## config.mk

```make
export PLATFORM = sky130hd
export DESIGN_NAME = misaligned_lsu_seq
export DESIGN_NICKNAME = d
export VERILOG_FILES = /design/src/rtl/misaligned_lsu_seq_pkg.sv /design/src/rtl/misaligned_lsu_seq_byte_lane_align.sv /design/src/rtl/misaligned_lsu_seq.sv
export SDC_FILE = /design/constraint.sdc
export NUM_CORES = 1
export LEC_CHECK = 0
export ABC_CLOCK_PERIOD_IN_PS = 7300
export BUFFER_PORTS_ARGS = -buffer_cell sky130_fd_sc_hd__buf_4
export CAP_MARGIN = 25
export CORE_AREA = 3 3 167 169
export DETAILED_ROUTE_END_ITERATION = 7
export DIE_AREA = 0 0 170 172
export SLEW_MARGIN = 20
export SYNTH_ARGS = -nofsm -noshare
export SYNTH_HDL_FRONTEND = slang
export SYNTH_SLANG_ARGS = --single-unit
```

## constraint.sdc

```tcl
create_clock -name clk -period 7.3 [get_ports clk]
set_clock_uncertainty 0.15 [all_clocks]
set_input_delay 1.46 -clock clk [delete_from_list [all_inputs] [get_ports clk]]
set_output_delay 1.46 -clock clk [all_outputs]
set_load 0.01 [all_outputs]
```

## src/rtl/misaligned_lsu_seq_pkg.sv

```systemverilog
// Shared types for the misaligned load/store sequencer: access sizes, FSM states
// and the size-legality check that depends on the datapath width.
package lsu_pkg;

    typedef enum logic [1:0] {
        SZ_B = 2'b00,
        SZ_H = 2'b01,
        SZ_W = 2'b10,
        SZ_D = 2'b11
    } size_e;

    typedef enum logic [1:0] {
        IDLE = 2'b00,
        ACC0 = 2'b01,
        ACC1 = 2'b10,
        RESP = 2'b11
    } state_e;

    // Doubleword accesses only exist on a 64-bit datapath.
    function automatic logic size_legal(input logic [1:0] size, input int xlen);
        return (size != SZ_D) || (xlen == 64);
    endfunction

endpackage

```

## src/rtl/misaligned_lsu_seq_byte_lane_align.sv

```systemverilog
// Byte-lane steering for one access: per-beat strobes and store data, plus the
// load extract from the two captured beats with sign/zero extension.
module byte_lane_align
    import lsu_pkg::*;
#(
    parameter int XLEN = 32,
    localparam int BYTES = XLEN / 8,
    localparam int OFFW = $clog2(BYTES)
) (
    input  logic [OFFW-1:0]  off,
    input  logic [1:0]       size,
    input  logic             is_unsigned,
    input  logic [XLEN-1:0]  wdata,
    input  logic [XLEN-1:0]  lo,
    input  logic [XLEN-1:0]  hi,
    output logic [BYTES-1:0] wstrb0,
    output logic [BYTES-1:0] wstrb1,
    output logic [XLEN-1:0]  wdata0,
    output logic [XLEN-1:0]  wdata1,
    output logic [XLEN-1:0]  rdata
);

    logic [3:0]         nbytes;
    logic [2*BYTES-1:0] mask;
    logic [2*BYTES-1:0] wstrb_full;
    logic [OFFW+2:0]    lane_shift;
    logic [OFFW+3:0]    hi_shift;
    logic [XLEN-1:0]    raw;
    logic [XLEN-1:0]    keep;
    logic               sgn;

    assign nbytes = 4'd1 << size;

    // mask is the (1<<nbytes)-1 pattern, built bit by bit across both beats
    for (genvar gi = 0; gi < 2*BYTES; gi++) begin : g_mask
        assign mask[gi] = (nbytes > 4'(gi));
    end

    for (genvar gi = 0; gi < BYTES; gi++) begin : g_keep
        assign keep[8*gi +: 8] = {8{nbytes > 4'(gi)}};
    end

    assign wstrb_full = mask << off;
    assign wstrb0     = wstrb_full[BYTES-1:0];
    assign wstrb1     = wstrb_full[2*BYTES-1:BYTES];

    assign lane_shift = {off, 3'b000};
    assign hi_shift   = (OFFW+4)'(8*BYTES) - {1'b0, lane_shift};
    assign wdata0     = wdata << lane_shift;
    assign wdata1     = wdata >> hi_shift;

    assign raw = XLEN'({hi, lo} >> lane_shift);

    always_comb begin
        sgn = raw[XLEN-1];
        case (size_e'(size))
            SZ_B:    sgn = raw[7];
            SZ_H:    sgn = raw[15];
            SZ_W:    sgn = raw[31];
            default: sgn = raw[XLEN-1];
        endcase
        rdata = (raw & keep) | ((sgn && !is_unsigned) ? ~keep : '0);
    end

endmodule

```

## src/rtl/misaligned_lsu_seq.sv

```systemverilog
// Load/store sequencer: splits word-crossing accesses into two aligned bus beats,
// reassembles load data and holds a single response until it is consumed.
module misaligned_lsu_seq
    import lsu_pkg::*;
#(
    parameter int XLEN             = 32,
    parameter int ADDR_WIDTH       = 32,
    parameter bit ALLOW_MISALIGNED = 1'b1
) (
    input  logic                  clk,
    input  logic                  resetn,
    input  logic                  req_valid,
    output logic                  req_ready,
    input  logic                  req_we,
    input  logic [1:0]            req_size,
    input  logic                  req_unsigned,
    input  logic [ADDR_WIDTH-1:0] req_addr,
    input  logic [XLEN-1:0]       req_wdata,
    output logic                  rsp_valid,
    input  logic                  rsp_ready,
    output logic [XLEN-1:0]       rsp_rdata,
    output logic                  rsp_fault,
    output logic                  mem_valid,
    input  logic                  mem_ready,
    output logic [ADDR_WIDTH-1:0] mem_addr,
    output logic [XLEN/8-1:0]     mem_wstrb,
    output logic [XLEN-1:0]       mem_wdata,
    input  logic [XLEN-1:0]       mem_rdata,
    output logic [31:0]           split_count
);

    localparam int BYTES = XLEN / 8;
    localparam int OFFW  = $clog2(BYTES);

    state_e                state_q, state_d;
    logic [ADDR_WIDTH-1:0] addr_q, addr_d;
    logic [1:0]            size_q, size_d;
    logic                  we_q, we_d;
    logic                  uns_q, uns_d;
    logic [XLEN-1:0]       wdata_q, wdata_d;
    logic [XLEN-1:0]       lo_q, lo_d;
    logic [XLEN-1:0]       hi_q, hi_d;
    logic                  split_q, split_d;
    logic                  fault_q, fault_d;
    logic [31:0]           split_count_q, split_count_d;

    logic [OFFW+1:0]       req_end;
    logic                  req_split;
    logic [ADDR_WIDTH-1:0] word_addr;
    logic [BYTES-1:0]      wstrb0, wstrb1;
    logic [XLEN-1:0]       wdata0, wdata1, load_data;

    // End offset of the request inside its word; wide enough that off+8 cannot wrap.
    assign req_end   = (OFFW+2)'(req_addr[OFFW-1:0]) + ((OFFW+2)'(1) << req_size);
    assign req_split = (req_end > (OFFW+2)'(BYTES));
    assign word_addr = {addr_q[ADDR_WIDTH-1:OFFW], {OFFW{1'b0}}};

    byte_lane_align #(
        .XLEN(XLEN)
    ) u_align (
        .off        (addr_q[OFFW-1:0]),
        .size       (size_q),
        .is_unsigned(uns_q),
        .wdata      (wdata_q),
        .lo         (lo_q),
        .hi         (hi_q),
        .wstrb0     (wstrb0),
        .wstrb1     (wstrb1),
        .wdata0     (wdata0),
        .wdata1     (wdata1),
        .rdata      (load_data)
    );

    always_comb begin
        state_d       = state_q;
        addr_d        = addr_q;
        size_d        = size_q;
        we_d          = we_q;
        uns_d         = uns_q;
        wdata_d       = wdata_q;
        lo_d          = lo_q;
        hi_d          = hi_q;
        split_d       = split_q;
        fault_d       = fault_q;
        split_count_d = split_count_q;

        case (state_q)
            IDLE: begin
                if (req_valid) begin
                    addr_d  = req_addr;
                    size_d  = req_size;
                    we_d    = req_we;
                    uns_d   = req_unsigned;
                    wdata_d = req_wdata;
                    hi_d    = '0;
                    split_d = req_split;
                    if (!size_legal(req_size, XLEN) || (req_split && !ALLOW_MISALIGNED)) begin
                        fault_d = 1'b1;
                        state_d = RESP;
                    end else begin
                        fault_d = 1'b0;
                        state_d = ACC0;
                    end
                end
            end
            ACC0: begin
                if (mem_ready) begin
                    lo_d    = mem_rdata;
                    state_d = split_q ? ACC1 : RESP;
                end
            end
            ACC1: begin
                if (mem_ready) begin
                    hi_d          = mem_rdata;
                    split_count_d = split_count_q + 32'd1;
                    state_d       = RESP;
                end
            end
            RESP: begin
                if (rsp_ready) begin
                    state_d = IDLE;
                end
            end
            default: state_d = IDLE;
        endcase
    end

    always_comb begin
        req_ready = (state_q == IDLE);
        mem_valid = 1'b0;
        mem_addr  = word_addr;
        mem_wstrb = '0;
        mem_wdata = '0;
        case (state_q)
            ACC0: begin
                mem_valid = 1'b1;
                mem_wstrb = we_q ? wstrb0 : '0;
                mem_wdata = wdata0;
            end
            ACC1: begin
                mem_valid = 1'b1;
                mem_addr  = word_addr + ADDR_WIDTH'(BYTES);
                mem_wstrb = we_q ? wstrb1 : '0;
                mem_wdata = wdata1;
            end
            default: ;
        endcase
    end

    assign rsp_valid   = (state_q == RESP);
    assign rsp_fault   = rsp_valid && fault_q;
    assign rsp_rdata   = (rsp_valid && !we_q && !fault_q) ? load_data : '0;
    assign split_count = split_count_q;

    always_ff @(posedge clk or negedge resetn) begin
        if (!resetn) begin
            state_q       <= IDLE;
            addr_q        <= '0;
            size_q        <= '0;
            we_q          <= 1'b0;
            uns_q         <= 1'b0;
            wdata_q       <= '0;
            lo_q          <= '0;
            hi_q          <= '0;
            split_q       <= 1'b0;
            fault_q       <= 1'b0;
            split_count_q <= '0;
        end else begin
            state_q       <= state_d;
            addr_q        <= addr_d;
            size_q        <= size_d;
            we_q          <= we_d;
            uns_q         <= uns_d;
            wdata_q       <= wdata_d;
            lo_q          <= lo_d;
            hi_q          <= hi_d;
            split_q       <= split_d;
            fault_q       <= fault_d;
            split_count_q <= split_count_d;
        end
    end

endmodule

```

## Word-level counts from Yosys, hierarchy flattened

Cells that the tools add are included.

- Output and inout bits: 136
- Bits in registers: 168

- Bitwise gates (word level): 3
- Reduce and logical (&&, ||, !) cells: 16
- Shift-type cells: 6
- Mux-type cells: 20
- Add/sub/neg operators: 4
- Magnitude comparators: 9
- Equality and inequality tests: 9

Operators by type and width:

| kind | count |
|---|---|
| two-way mux 32 bit | 5 |
| one-hot mux 32 bit (2 select lines) | 2 |
| right shift 64 x 5 -> 32 bit | 1 |
| adder 32 x 1 -> 32 bit (second input constant) | 1 |
| adder 32 x 3 -> 32 bit (second input constant) | 1 |
| bitwise AND 32 bit | 1 |
| NOT 32 bit | 1 |
| bitwise OR 32 bit | 1 |
| << shifter 32 x 5 -> 32 bit | 1 |
| right shift 32 x 6 -> 32 bit | 1 |
| > comparator 4 x 3 -> 1 bit (second input constant) | 5 |
| two-way mux 2 bit | 5 |
| > comparator 4 x 1 -> 1 bit (second input constant) | 2 |
| > comparator 4 x 2 -> 1 bit (second input constant) | 2 |
| two-way mux 4 bit | 2 |
| != test 2 bit (second input constant) | 4 |
| one-hot mux 2 bit (4 select lines) | 1 |
| one-hot mux 4 bit (2 select lines) | 1 |
| << shifter 1 x 2 -> 4 bit (first input constant) | 2 |
| << shifter 8 x 2 -> 8 bit | 1 |
| AND reduction 2 bit | 3 |
| subtractor 6 x 5 -> 6 bit (first input constant) | 1 |
| adder 2 x 4 -> 4 bit | 1 |
| equality test 2 x 1 -> 1 bit (second input constant) | 2 |
| other kinds (11) | 20 |

## Depth between registers and ports, before layout

Gate-level depths: netlist (run 1).

- Depth in word-level cells: 6
- Depth in mapped cells: 12
- Gate-level depth less buffers: 7

## By module

From an unflattened synthesis (run 1), not the netlist that was laid out.

- Cell total of the unflattened synthesis: 956
- Area total of the unflattened synthesis: 10254.8 µm²

Modules (own cells, without submodules):

| module | cells each | sequential area each (µm²) | area an instance (µm²) | times used |
|---|---|---|---|---|
| misaligned_lsu_seq | 670 | 4204.0 | 7912.6 | 1 |
| byte_lane_align | 286 | 0.0 | 2342.2 | 1 |

## Worst setup path after synthesis (run 1)

No wires, ideal clock.

- Path kind: register to output
- Start: register addr_q[0]
- End: output port mem_wdata[19]
- Arrival time: 2843 ps
- Path buffers: 6
- Stages on the path, launching flop included: 12
- Slack: 2847 ps
- Cell sequence: dfrtp_1 -> clkbuf_1 -> inv_1 -> clkbuf_1 -> clkbuf_1 -> ha_1 -> buf_2 -> nor3b_1 -> clkbuf_1 -> buf_2 -> a221oi_1 -> nor3b_1

- Word-level cells in the longest chain between the ends: 3
- Elaborated cells between the ends (all ways): 4

RTL lines:

| element | line | text |
|---|---|---|
| start: declaration | misaligned_lsu_seq.sv:36 | `logic [ADDR_WIDTH-1:0] addr_q, addr_d;` |
| start signal: assignment | misaligned_lsu_seq.sv:170 | `addr_q <= addr_d;` |
| subtractor 6 x 5 -> 6 bit | misaligned_lsu_seq_byte_lane_align.sv:48 | `assign hi_shift = (OFFW+4)'(8*BYTES) - {1'b0, lane_shift};` |
| right shift 32 x 6 -> 32 bit | misaligned_lsu_seq_byte_lane_align.sv:50 | `assign wdata1 = wdata >> hi_shift;` |
| one-hot mux 32 bit (2 select lines) * | misaligned_lsu_seq.sv:134 | `case (state_q)` |
| end: declaration | misaligned_lsu_seq.sv:27 | `output logic [XLEN-1:0] mem_wdata,` |

Mark *: on every way between the ends. The rest lies on a longest branch, timed or not.

## Worst setup path in the final report (run 1)

- Start: register addr_q[1]
- End: output port mem_wdata[12]

Same word-level chain as after synthesis.

==> metrics.csv, run 1 <==
stage,metric,value,unit
synthesis,synthDistinctLibCells,50,
final_layout,layout-drive-gt1-share,37.7,%
job,cap_violations,0,
floorplan,num_io_pins,241,
synthesis,avgSynthCellArea,10.1,sq um
clock_tree,cts_setup_buffers,0,
clock_tree,cts_buffer_depth,2,
pwr,p_leak,0.00537,uW
global_route,grt_start_max_net_pins,94,
route,wl,27400,um
pwr,peakVddDrop,0.183,mV
synthesis,synth_top_area_cell,dfrtp_1,
timing,tns,0,ns
clock_tree,clkSlewWorstSetupHoldPaths,0.08,ns
placement,gp_congestion,0.843,
clock_tree,cts_buffers,17,
floorplan,dieArea,0.0292,sq mm
synthesis,synth_top_family_by_area,multiplexers,
floorplan,initial_core_util,34.5,%
global_route,grt_pass1_wl,42800,um
floorplan,die_w,170,um
global_route,grt_pass1_vias,7637,
synthesis,synthArstFlopShare,100,%
clock_tree,cts_root_buffer,clkbuf_16,
pwr,sequentialPowerShare,31.6,%
worst_setup_path,worst-r2r-setup-slack,4.54,ns
timing,period_needed,5.28,ns
timing,period_share,72.3,%
clock_tree,clock-sinks,160,
worst_hold_path,hp-start,split_count[31]$_DFFE_PN0P_,
clock_tree,clk_latency,0.43,ns
pwr,p_comb_share,50.7,%
clock_tree,cts_htree_levels,4,
route,first_iter_violations,513,
synthesis,synth-main-ff-cell,dfrtp_1,
worst_hold_path,min_path_type,reg2reg,
synthesis,synth_compound_area_share,12.0,%
pwr,switching_share,41.5,%
placement,place_inst,1444,
worst_setup_path,critPathMaxFanout,24,
worst_setup_path,crit_top_cell,buf_4,
global_route,globalRouteTotalUtil,18.4,%
worst_hold_path,hold_depth,1,
final_layout,fin_area,0.0119,sq mm
route,drt-vias-per-instance,5.21,
route,route.detailed.drc,0,
route,antenna_left,0,
worst_hold_path,hold_end,split_count[31]$_DFFE_PN0P_,
synthesis,synth_edf_count,0,
synthesis,synth.area.mux_share,18.7,%
synthesis,yosys.area_share.simple,15.2,%
worst_setup_path,timing.rr.end,split_count[24]$_DFFE_PN0P_,
worst_setup_path,slowest_delay,0.73,ns
pwr,powerDensity,430,mW/mm^2
run_status,status,"finished, final reports clean",
synthesis,synth_xor_area_share,5.79,%
route,wl_per_cell,18.5,um
worst_setup_path,cp.arrival,3.67,ns
worst_setup_path,path_cells,inv_1 -> ha_1 -> nor3b_2 -> buf_4 -> nor2_1 -> nor2_2 -> a22oi_1 -> a21boi_0 -> buf_4,
floorplan,core-area,0.0267,sq mm
timing,hold_viol_final,0,
placement,placed_area,0.0113,sq mm
final_layout,fin_util,44.6,%
synthesis,synth_warnings,0,
worst_setup_path,crit_path_end_kind,output pin,
synthesis,synthAdderAreaFrac,1.57,%
timing,slew_violations,0,
timing,slew_headroom,32.7,%
timing,rsz0062_at_grt,false,
synthesis,synthesis.area,0.00923,sq mm
clock_tree,tritoncts,built,
placement,port-buffer-count,238,
synthesis,yosys.area.top_type_share,43.4,%
worst_setup_path,rr_startpoint,state_q[0]$_DFFE_PN0P_,
timing,setup_viol,0,
route,vias,7700,
final_layout,multi_input_area,0.00495,sq mm
pwr,p_clk_share,17.7,%
final_layout,seq_area,0.00401,sq mm
pwr,internal_power,2990,uW
timing,fmax,190,MHz
final_layout,stdcell_count,1479,
synthesis,yosysSeqAreaShare,43.4,%
route,firstDrtPassIters,7,
worst_setup_path,slowest_stage,nor2_2,
worst_setup_path,critPathLaunchType,flip-flop,
worst_setup_path,critical_path_required,5.69,ns
clock_tree,cts_hold_buf,0,
final_layout,fill_cells,2580,
floorplan,rows,60,
global_route,overflow,0,
clock_tree,ctsResizeCount,0,
floorplan,die_y,172,um
final_layout,fin_nets,1240,
global_route,antenna_found_initial,1,
synthesis,netlist_top_cells_area,"dfrtp_1 (43%), mux2_2 (16%), nand2_1 (4.5%)",
placement,dpl.hpwl,19500,um
synthesis,synth_cells,914,
timing,worst_slew_pin_slew,1.01,ns
worst_setup_path,rr_worst_depth,7,
final_layout,syn_to_final_growth,29.0,%
pwr,p_switching,2120,uW
worst_setup_path,critPathKind,reg2out,
synthesis,ys_ff_latch,160,
[sequential cells by signal, summed over array words and instances, names as in the netlist]
signal	cells
size_q	2
wdata_q	32
uns_q	1
hi_q	24
split_q	1
addr_q	32
state_q	2
fault_q	1
we_q	1
lo_q	32
split_count	32
[stage by stage]
step / power, uW / hold slack, ns / setup WS (ns)
6_report: 5120 / 0.326 / 2.02
5_1_grt: 5490 / 0.344 / 1.72
3_5_place_dp: 4220 / 0.319 / 2.36
3_3_place_gp: 4200 / 0.310 / 2.55
4_1_cts: 5150 / 0.331 / 1.90
2_1_floorplan: 3250 / 0.294 / 2.85
[cells in the mapped netlist, types with 11 or more instances]
library cell / number
mux2i_1: 27
mux2_2: 129
nand4_1: 14
nor2b_1: 34
xor2_1: 24
nand2_1: 111
a21oi_1: 28
nand3_1: 23
buf_2: 11
nor2_1: 51
a211oi_1: 17
a22o_1: 13
clkbuf_1: 36
inv_1: 13
o21ai_0: 52
dfrtp_1: 160
a22oi_1: 21
xnor2_1: 37
[worst max-delay path by stage]
stage	from	to	slack (ns)	depth (start not counted)
floorplan	addr_q[0]$_DFFE_PN0P_	mem_wdata[19]	2.85	11
global placement	state_q[1]$_DFFE_PN0P_	mem_wdata[12]	2.55	9
detailed placement	state_q[1]$_DFFE_PN0P_	mem_wdata[12]	2.36	9
CTS	state_q[1]$_DFFE_PN0P_	mem_wdata[12]	1.90	9
global route	addr_q[1]$_DFFE_PN0P_	mem_wdata[14]	1.72	9
finish	addr_q[1]$_DFFE_PN0P_	mem_wdata[12]	2.02	9
[per-layer routing]
| metal | global-route usage [%] | share of wire (%) | vias up |
|---|---|---|---|
| li1 | - | - | 3669 |
| met1 | 25.3 | 45 | 3727 |
| met2 | 28.5 | 46 | 273 |
| met3 | 4.55 | 7.2 | 31 |
| met4 | 6.38 | 2.1 | 0 |
| met5 | 0 | 0 | - |
[cell families after synthesis]
kind of cell	count (synthesis)
muxes	156
xor gates and xnor gates	61
DFF	160
buffers and inverters	74
and+or+nand+nor	283
adders and majority gates	11
AOI/OAI and AO/OA	168
other	1
[cell usage in the layout, fill, tap and decap left out, types with 3 or more instances in the layout]
cell type,count
a211oi_1,17
a21boi_0,10
a21o_1,3
a21oi_1,28
a221oi_1,6
a222oi_1,8
a22o_1,13
a22oi_1,21
and2_1,3
and3_1,10
and4_1,5
buf_4,249
clkbuf_16,17
clkinv_4,3
clkinvlp_4,3
dfrtp_1,158
ha_1,10
inv_1,13
inv_8,4
mux2_2,129
mux2i_1,27
nand2_1,110
nand3_1,23
nand4_1,14
nor2_1,50
nor2b_1,34
nor3_1,9
nor3_2,7
nor3b_1,5
o21ai_0,52
o2bb2ai_1,3
xnor2_1,37
xor2_1,24
[power by group through the flow]
stage	sequential (uW)	clock [uW]	combinational, uW
floorplan	1480	0	1760
global placement	1620	0	2580
detailed placement	1630	0	2590
CTS	1610	933	2600
global route	1670	972	2840
finish	1620	905	2600
[critical path: cells and delay by family, from the launching register on]
kind	cells	cell delay [ns]
AOI/OAI and AO/OA	2	0.46
adders and majority gates	1	0.52
buffers and inverters	3	0.56
and+or+nand+nor	3	1.07
DFF	1	0.63
[final cells by class]
cell class              count  area share, %
diodes                      1         0.0210
repair buffers            251           15.9
multi-input cells         681           41.6
clock inverters            14           1.23
well taps                 341           3.58
clock buffers              18           3.69
inverters                  13          0.410
flip-flops and latches    160           33.6
Note: power is estimated with default switching activity, not from simulation.
==> run 2, diff against run 1 <==
--- a/config.mk
+++ b/config.mk
@@ -5,7 +5,7 @@
 export SDC_FILE = /design/constraint.sdc
 export NUM_CORES = 1
 export LEC_CHECK = 0
-export ABC_CLOCK_PERIOD_IN_PS = 7300
+export ABC_CLOCK_PERIOD_IN_PS = 4300
 export BUFFER_PORTS_ARGS = -buffer_cell sky130_fd_sc_hd__buf_4
 export CAP_MARGIN = 25
 export CORE_AREA = 3 3 167 169
==> constraint.sdc (replaced) <==
create_clock -name clk -period 4.3 [get_ports clk]
set_clock_uncertainty 0.15 [all_clocks]
set_input_delay 0.86 -clock clk [delete_from_list [all_inputs] [get_ports clk]]
set_output_delay 0.86 -clock clk [all_outputs]
set_load 0.01 [all_outputs]
==> metrics.csv, run 2 (same netlist as run 1, synthesis figures left out) <==
stage,metric,value,unit,change
final_layout,layout_common_cells,"buf_4 (252), dfrtp_1 (158), mux2_2 (129)",,"was buf_4 (249), dfrtp_1 (158), mux2_2 (129)"
clock_tree,cts_buffer_depth,2,,unchanged
clock_tree,clkSlewWorstSetupHoldPaths,0.07,ns,was 0.08 ns
clock_tree,cts_htree_levels,4,,unchanged
route,first_iter_violations,518,,was 513
pwr,p_leak,0.00538,uW,was 0.00537 uW
pwr,p_clk_share,17.0,%,was 17.7%
floorplan,dieArea,0.0292,sq mm,unchanged
worst_setup_path,crit_path_end_kind,output pin,,unchanged
route,antenna_left,0,,unchanged
worst_setup_path,critPathMaxFanout,65,,was 24
route,vias,7617,,"was 7,700"
timing,worst_slew_pin_slew,0.985,ns,was 1.01 ns
global_route,grt_start_max_net_pins,73,,was 94
route,wl,26900,um,"was 27,400 um"
clock_tree,cts_hold_buf,0,,unchanged
worst_setup_path,critical_path_required,3.29,ns,was 5.69 ns
placement,port-buffer-count,238,,unchanged
floorplan,rows,60,,unchanged
worst_setup_path,critPathLaunchType,flip-flop,,unchanged
global_route,overflow,0,,unchanged
job,cap_violations,0,,unchanged
pwr,sequentialPowerShare,31.4,%,was 31.6%
floorplan,die_y,172,um,unchanged
floorplan,initial_core_util,34.5,%,unchanged
clock_tree,cts_setup_buffers,0,,unchanged
clock_tree,cts_buffers,17,,unchanged
pwr,powerDensity,725,mW/mm^2,was 430 mW/mm^2
worst_setup_path,critPathKind,reg2out,,unchanged
route,route.detailed.drc,0,,unchanged
global_route,antenna_found_initial,0,,was 1
timing,fmax,248,MHz,
pwr,switching_share,41.3,%,was 41.5%
global_route,grt_pass1_wl,41800,um,"was 42,800 um"
pwr,p_comb_share,51.6,%,was 50.7%
final_layout,fin_nets,1244,,"was 1,240"
pwr,internal_power,5080,uW,was 2990 uW
placement,dpl.hpwl,19300,um,"was 19,500 um"
route,drt-vias-per-instance,5.14,,was 5.21
final_layout,final_common_cell,buf_4,,unchanged
global_route,globalRouteTotalUtil,18.0,%,was 18.4%
timing,hold_viol_final,0,,unchanged
worst_hold_path,min_path_type,in2async,,was reg2reg
final_layout,diodes,0,,was 1
clock_tree,ctsResizeCount,0,,unchanged
placement,gp_congestion,0.871,,was 0.843
timing,whs,0.301,ns,was 0.326 ns
timing,tns,0,ns,unchanged
clock_tree,clock-sinks,160,,unchanged
global_route,grt_pass1_vias,7540,,"was 7,637"
worst_setup_path,cp.arrival,3.02,ns,was 3.67 ns
pwr,peakVddDrop,0.356,mV,was 0.183 mV
floorplan,core-area,0.0267,sq mm,unchanged
floorplan,die_w,170,um,unchanged
timing,period_share,93.8,%,
floorplan,num_io_pins,241,,unchanged
placement,place_inst,1449,,"was 1,444"
timing,period_needed,4.03,ns,
route,firstDrtPassIters,5,,was 7
clock_tree,clk_latency,0.42,ns,was 0.43 ns
timing,rsz0062_at_grt,false,,unchanged
clock_tree,cts_root_buffer,clkbuf_16,,unchanged
timing,setup_viol,0,,unchanged
final_layout,layout-drive-gt1-share,37.8,%,was 37.7%
final_layout,syn_to_final_growth,29.2,%,was 29.0%
run_status,status,"finished, final reports clean",,unchanged
timing,slew_violations,0,,unchanged
timing,slew_headroom,34.3,%,was 32.7%
final_layout,stdcell_count,1481,,"was 1,479"
pwr,p_switching,3570,uW,was 2120 uW
clock_tree,tritoncts,built,,unchanged
route,wl_per_cell,18.1,um,was 18.5 um
## run 2: cell count changes in the layout (fill, tap and decap cells not counted)
| cell | before | now |
|---|---|---|
| buf_12 | 0 | 1 |
| buf_4 | 249 | 252 |
| buf_6 | 2 | 1 |
| buf_8 | 0 | 1 |
| clkbuf_1 | 0 | 1 |
| clkbuf_8 | 1 | 0 |
| diode_2 | 1 | 0 |
| inv_6 | 2 | 4 |
| inv_8 | 4 | 1 |
## run 2: stage by stage
stage	area (sq um)	util, %	total power [uW]	setup WS, ns
6_report	11900	44.6	8650	0.266
5_1_grt	11900	44.6	9270	0.0185
4_1_cts	11900	44.6	8700	0.244
3_5_place_dp	11400	42.5	7190	0.716
3_3_place_gp	11400	42.5	7150	0.792
2_1_floorplan	9240	-	5510	0.447
## run 2: critical path, cell delays in order, from the launching register on
cell      delay, ns
dfrtp_2        0.35
buf_4          0.68
mux2i_1        0.21
nor3_1         0.18
a311oi_1       0.07
or4_1          0.74
o21ai_0        0.18
buf_4          0.16
## run 2: layer usage
layer  global-route usage, %  wire (um)
met5                       0          0
met4                    5.75        621
met3                    4.53       1820
met2                    27.6      12100
met1                    25.0      12300
## run 2: layout make-up
| class | instances | area [sq um] |
|---|---|---|
| flip-flops and latches | 160 | 4010 |
| clock buffers | 18 | 429 |
| clock inverters | 13 | 130 |
| multi-input cells | 681 | 4950 |
| repair buffers | 255 | 1940 |
| inverters | 13 | 48.8 |
| well taps | 341 | 427 |
| fillers | 2574 | 14800 |
## run 2: worst paths after layout
check / cells after the start / startpoint / slack, ns / end
setup / recovery: 7 / addr_q[1]$_DFFE_PN0P_ / 0.27 / rsp_rdata[18]
max in group asynchronous: 2 / resetn / 2.79 / addr_q[9]$_DFFE_PN0P_
setup reg to reg: 7 / state_q[0]$_DFFE_PN0P_ / 1.36 / split_count[22]$_DFFE_PN0P_
hold / removal: 1 / resetn / 0.30 / split_count[9]$_DFFE_PN0P_
hold reg to reg: 1 / split_count[31]$_DFFE_PN0P_ / 0.32 / split_count[31]$_DFFE_PN0P_
min in group clk: 1 / split_count[31]$_DFFE_PN0P_ / 0.32 / split_count[31]$_DFFE_PN0P_
## run 2: power groups by stage
stage	sequential, uW	clock (uW)	combinational (uW)
2_1_floorplan	2520	0	2990
3_3_place_gp	2710	0	4440
3_5_place_dp	2730	0	4470
4_1_cts	2700	1520	4490
5_1_grt	2800	1580	4890
6_report	2710	1470	4470
